$ cat config.mk
export PLATFORM = sky130hd
export DESIGN_NAME = pc_unit
export DESIGN_NICKNAME = d
export VERILOG_FILES = /design/src/rtl/pc_unit.sv
export SDC_FILE = /design/constraint.sdc
export NUM_CORES = 1
export LEC_CHECK = 0
export CORE_ASPECT_RATIO = 1.5
export CORE_UTILIZATION = 45
export CTS_BUF_LIST = sky130_fd_sc_hd__clkbuf_16
export DETAILED_ROUTE_END_ITERATION = 6
export PLACE_DENSITY = 0.82
export SYNTH_ARGS = -nofsm -noshare
export SYNTH_HDL_FRONTEND = slang
export SYNTH_SLANG_ARGS = --single-unit
$ cat constraint.sdc
create_clock -name clock -period 3.8 [get_ports clock]
set_input_delay 0.57 -clock clock [delete_from_list [all_inputs] [get_ports clock]]
set_output_delay 0.57 -clock clock [all_outputs]
set_load 0.05 [all_outputs]
$ cat src/rtl/pc_unit.sv
// Program-counter unit: next-PC selection with branch decode, jumps, trap/eret,
// stall hold and misaligned-target rejection. Supplies fetch address and PC+4.
module pc_unit #(
  parameter int unsigned     XLEN         = 32,
  parameter logic [XLEN-1:0] RESET_VECTOR = XLEN'(32'h0000_0000),
  parameter logic [XLEN-1:0] TRAP_VECTOR  = XLEN'(32'h0000_0100)
) (
  input  logic            clock,
  input  logic            reset,
  input  logic            stall,
  input  logic [2:0]      br_type,
  input  logic            Zero,
  input  logic            Less,
  input  logic            LessU,
  input  logic [XLEN-1:0] Addr_result,
  input  logic            Jal,
  input  logic            Jr,
  input  logic [XLEN-1:0] rs_data,
  input  logic            trap,
  input  logic            eret,
  output logic [XLEN-1:0] PC,
  output logic [XLEN-1:0] PC_plus_4,
  output logic [XLEN-1:0] branch_base_addr,
  output logic [XLEN-1:0] epc,
  output logic            redirect,
  output logic            misaligned
);

  localparam logic [2:0] BR_BEQ  = 3'd1;
  localparam logic [2:0] BR_BNE  = 3'd2;
  localparam logic [2:0] BR_BLT  = 3'd3;
  localparam logic [2:0] BR_BGE  = 3'd4;
  localparam logic [2:0] BR_BLTU = 3'd5;
  localparam logic [2:0] BR_BGEU = 3'd6;

  logic [XLEN-1:0] r_pc;
  logic [XLEN-1:0] r_epc;
  logic            r_misaligned;

  logic            w_taken;
  logic            w_has_target;
  logic [XLEN-1:0] w_target;
  logic [XLEN-1:0] w_pc_plus_4;
  logic [XLEN-1:0] w_next_pc;
  logic            w_epc_load;
  logic            w_reject;

  assign w_pc_plus_4 = r_pc + XLEN'(4);

  // Branch condition decode; reserved encoding behaves as no branch
  always_comb begin
    w_taken = 1'b0;
    case (br_type)
      BR_BEQ:  w_taken = Zero;
      BR_BNE:  w_taken = ~Zero;
      BR_BLT:  w_taken = Less;
      BR_BGE:  w_taken = ~Less;
      BR_BLTU: w_taken = LessU;
      BR_BGEU: w_taken = ~LessU;
      default: w_taken = 1'b0;
    endcase
  end

  // Next-PC priority; only jump/branch targets are alignment-checked
  always_comb begin
    w_has_target = 1'b0;
    w_target     = w_pc_plus_4;
    w_next_pc    = w_pc_plus_4;
    w_epc_load   = 1'b0;
    w_reject     = 1'b0;
    if (trap) begin
      w_next_pc  = TRAP_VECTOR;
      w_epc_load = 1'b1;
    end else if (eret) begin
      w_next_pc = r_epc;
    end else begin
      if (Jr) begin
        w_has_target = 1'b1;
        w_target     = rs_data;
      end else if (Jal || w_taken) begin
        w_has_target = 1'b1;
        w_target     = Addr_result;
      end
      if (w_has_target && (w_target[1:0] != 2'b00)) begin
        w_next_pc  = TRAP_VECTOR;
        w_epc_load = 1'b1;
        w_reject   = 1'b1;
      end else begin
        w_next_pc = w_target;
      end
    end
  end

  // State update; reset beats stall, stall freezes everything else
  always_ff @(posedge clock) begin
    if (reset) begin
      r_pc         <= RESET_VECTOR;
      r_epc        <= '0;
      r_misaligned <= 1'b0;
    end else if (!stall) begin
      r_pc         <= w_next_pc;
      r_misaligned <= w_reject;
      if (w_epc_load) begin
        r_epc <= r_pc;
      end
    end
  end

  assign PC               = r_pc;
  assign PC_plus_4        = w_pc_plus_4;
  assign branch_base_addr = r_pc;
  assign epc              = r_epc;
  assign misaligned       = r_misaligned;
  assign redirect         = ~stall && (w_next_pc != w_pc_plus_4);

endmodule

==> impl_metrics.toml <==
[outcome]
outcome = "finished, violations left"
failed_checks = "DRC, setup timing"

[cells_and_area]
area_growth_pct = 69.75
fin_nets = 1121
num-fill-cells = 791
antenna_cells = 0
drive_gt1_share_pct = 25.86

[synthesis]
synth-edff-count = 0
synth_xor_area_share_pct = 5.995
yosys_warnings = 0
postSynthAreaPerCell_um2 = 7.131
ys_seq_area_share_pct = 24.07
synth_compound_area_share_pct = 30.25
synthAdderAreaFrac_pct = 0.2315
synthArstFlopShare_pct = 0
synth_ff_type = "dfxtp_1"
synth_top_family_by_area = "compound AO/OA/AOI/OAI gates"
netlist-cell-type-count = 84
synth_fp_nets = 836
syn-instance-count = 758
ys_ff_latch = 65
syn-cell-area_mm2 = 0.005405
muxShareOfSynthArea_pct = 2.106
synth_simple_gate_area_share_pct = 26.87

[drt]
viasPerCell = 6.467
wire_per_inst_um = 24.54
wl_mm = 29.40
drcViolationCount = 5
postRouteAntennaNets = 0
num_vias = 7748
drt-initial-drc-count = 881
dr.pass1.iters = 7

[setup_path]
reg2reg_depth = 13
reg2reg_from = "PC[3]"
arrival_ns = 3.42
end_kind = "output port"
cp_max_fo = 4
cp.required_ns = 3.23
cp-start-kind = "flop"
critPathLaunch = "PC[3]"
path_class = "reg -> out"

[pwr]
swShare_pct = 34.19
p_int_mw = 1.508
leakagePower_nw = 3.682
clock_power_share_pct = 38.1
vdd_drop_max_mv = 0.2552
pwr-share-seq_pct = 30.6
switching_power_mw = 0.7835
pwr_density_cell_mw_per_mm2 = 249.8
p_comb_share_pct = 31.3
power_mw = 2.292

[floorplanning]
rows = 48
die_y_um = 136.2
io_pins = 207
die_area_mm2 = 0.01246
coreArea_mm2 = 0.01159
start_util_pct = 46.63
fp.dieW_um = 91.49

[timing]
tightest_slew_ns = 0.8688
final.period_utilization_pct = 105.1
hold_ws_ns = 0.4751
max_freq_mhz = 250.4
hold_viol = 0
rsz0062_at_grt = "yes"
setup_viol = 1
slew_headroom_pct = 42.08
fin_crit_ns = 3.993
maxSlewViolCount = 0
worst_slack_ns = -0.1934
finClkSkew_ns = 0.01113
tns_ns = -0.1934

[global_routing]
overflow = 0
grt_usage_pct = 45.91
grt_max_degree = 49
antenna_found_initial = 0
grt_pass1_vias = 7505
grt_first_pass_wirelength_mm = 43.02

[worst_hold_path]
hold-path-cell-count = 2
min_path_type = "reg -> reg"
worstHoldStart = "epc[24]"

[clocking]
worstSkewPairLatency_ns = 0.34
cts.clk_slew.worst_paths_ns = 0.06
cts_buffers = 9
cts_tree = "done"
clk_path_buf_depth = 2
cts_max_level = 3
cts-hold-fix-buffers = 0
cts_sinks = 65
clock-root-buffer = "clkbuf_16"

[placement]
portBuffers = 206
dp_hpwl_mm = 21.81
place_congestion = 1.049

[flow_run]
maxCapViolCount = 0
stage by stage:
stage	worst slack [ns]	util, %	cell area, um2	std cells
2_1_floorplan	0.003604	-	5572	758
6_report	-0.1934	79.16	9175	1198
5_1_grt	-0.2674	79.16	9175	1198
4_1_cts	0.007659	78.82	9136	1197
3_3_place_gp	-0.5057	72.75	8433	1169
3_5_place_dp	-0.6519	72.75	8433	1169
cells in the mapped netlist (all sizes together) (7+ instances only):
master	instances	area share, %
a211oi	9	1.2
a21oi	76	7.1
a221oi	7	1.1
a22o	12	1.9
a22oi	20	2.8
and3	13	1.5
buf	44	5.6
clkbuf	37	2.6
dfxtp	65	24
inv	32	2.2
mux2i	8	1.5
nand2	134	9.4
nand3	19	2.2
nand4	11	1.8
nor2	67	4.9
nor3	15	1.5
nor4	11	2.2
o21ai	33	3.1
o221ai	9	1.7
o22ai	8	1.0
xnor2	15	3.3
xor2	16	2.7
logic make-up after synthesis:
group,after synthesis
muxes,11
AOI/OAI and AO/OA,239
adders and majority gates,1
and+or+nand+nor,297
buffers and inverters,114
DFF,65
xor gates and xnor gates,31
layer usage:
| metal | vias up | share of wire [%] | GRT usage [%] |
|---|---|---|---|
| li1 | 3283 | - | - |
| met1 | 3608 | 34 | 50.02 |
| met2 | 665 | 49 | 79.32 |
| met3 | 192 | 9.5 | 9.228 |
| met4 | 0 | 7.7 | 32.36 |
| met5 | - | 0 | 0 |
state kept, by name (all words and copies together) (netlist names):
signal,cells
PC,32
misaligned,1
epc,32
area by class of cell:
cell class	count	area, um2	area share (%)
Multi-Input combinational cell	579	3974	43.31
Timing Repair Buffer	355	3244	35.36
Sequential cell	65	1343	14.63
Clock buffer	9	225.2	2.455
Tap cell	150	187.7	2.046
Inverter	33	123.9	1.350
Clock inverter	7	77.57	0.8455
path summary, 6_finish.rpt:
check             slack, ns  endpoint
setup / recovery      -0.19  redirect
hold / removal         0.48   epc[24]
setup reg to reg       0.96     PC[8]
hold reg to reg        0.48   epc[24]
worst max-delay path: stages (launching register included):
cell and delay (ns):
dfxtp_2 0.38, ha_2 0.23, nand3_4 0.13, or3_1 0.34, xor2_1 0.17, a2bb2oi_1 0.21, o211ai_1 0.34, a21oi_1 0.21
or4b_4 0.50, nor4_4 0.18, a41oi_2 0.20, buf_6 0.20
power groups by stage:
stage,registers [mW],logic (mW),clock network (mW)
finish,0.701,0.716,0.874
global route,0.701,0.741,0.899
CTS,0.701,0.691,0.869
detailed placement,0.715,0.640,0
global placement,0.715,0.640,0
floorplan,0.750,0.290,0
what timing repair did:
item                                    CTS  global route
pin swaps                                31             5
resized for setup                        76             3
endpoints found under the setup margin    1             1
hold endpoints to repair                  0             0
setup buffers                            12             1
cloned                                    0             0
layout by cell type, fill, tap and decap left out, types with 6 or more instances in the layout:
cell	instances
a211oi_1	8
a21oi_1	75
a221oi_1	7
a22o_1	12
a22oi_1	20
and3_1	13
buf_4	137
buf_6	9
clkbuf_16	9
clkdlybuf4s50_1	196
dfxtp_1	38
dfxtp_2	24
inv_1	29
mux2i_1	8
nand2_1	132
nand3_1	13
nand4_1	8
nor2_1	62
nor3_1	13
o21ai_0	26
o21ai_1	6
o221ai_1	7
o22ai_1	7
xnor2_2	6
xor2_1	8
No activity file was read; power rests on OpenSTA's default activity.
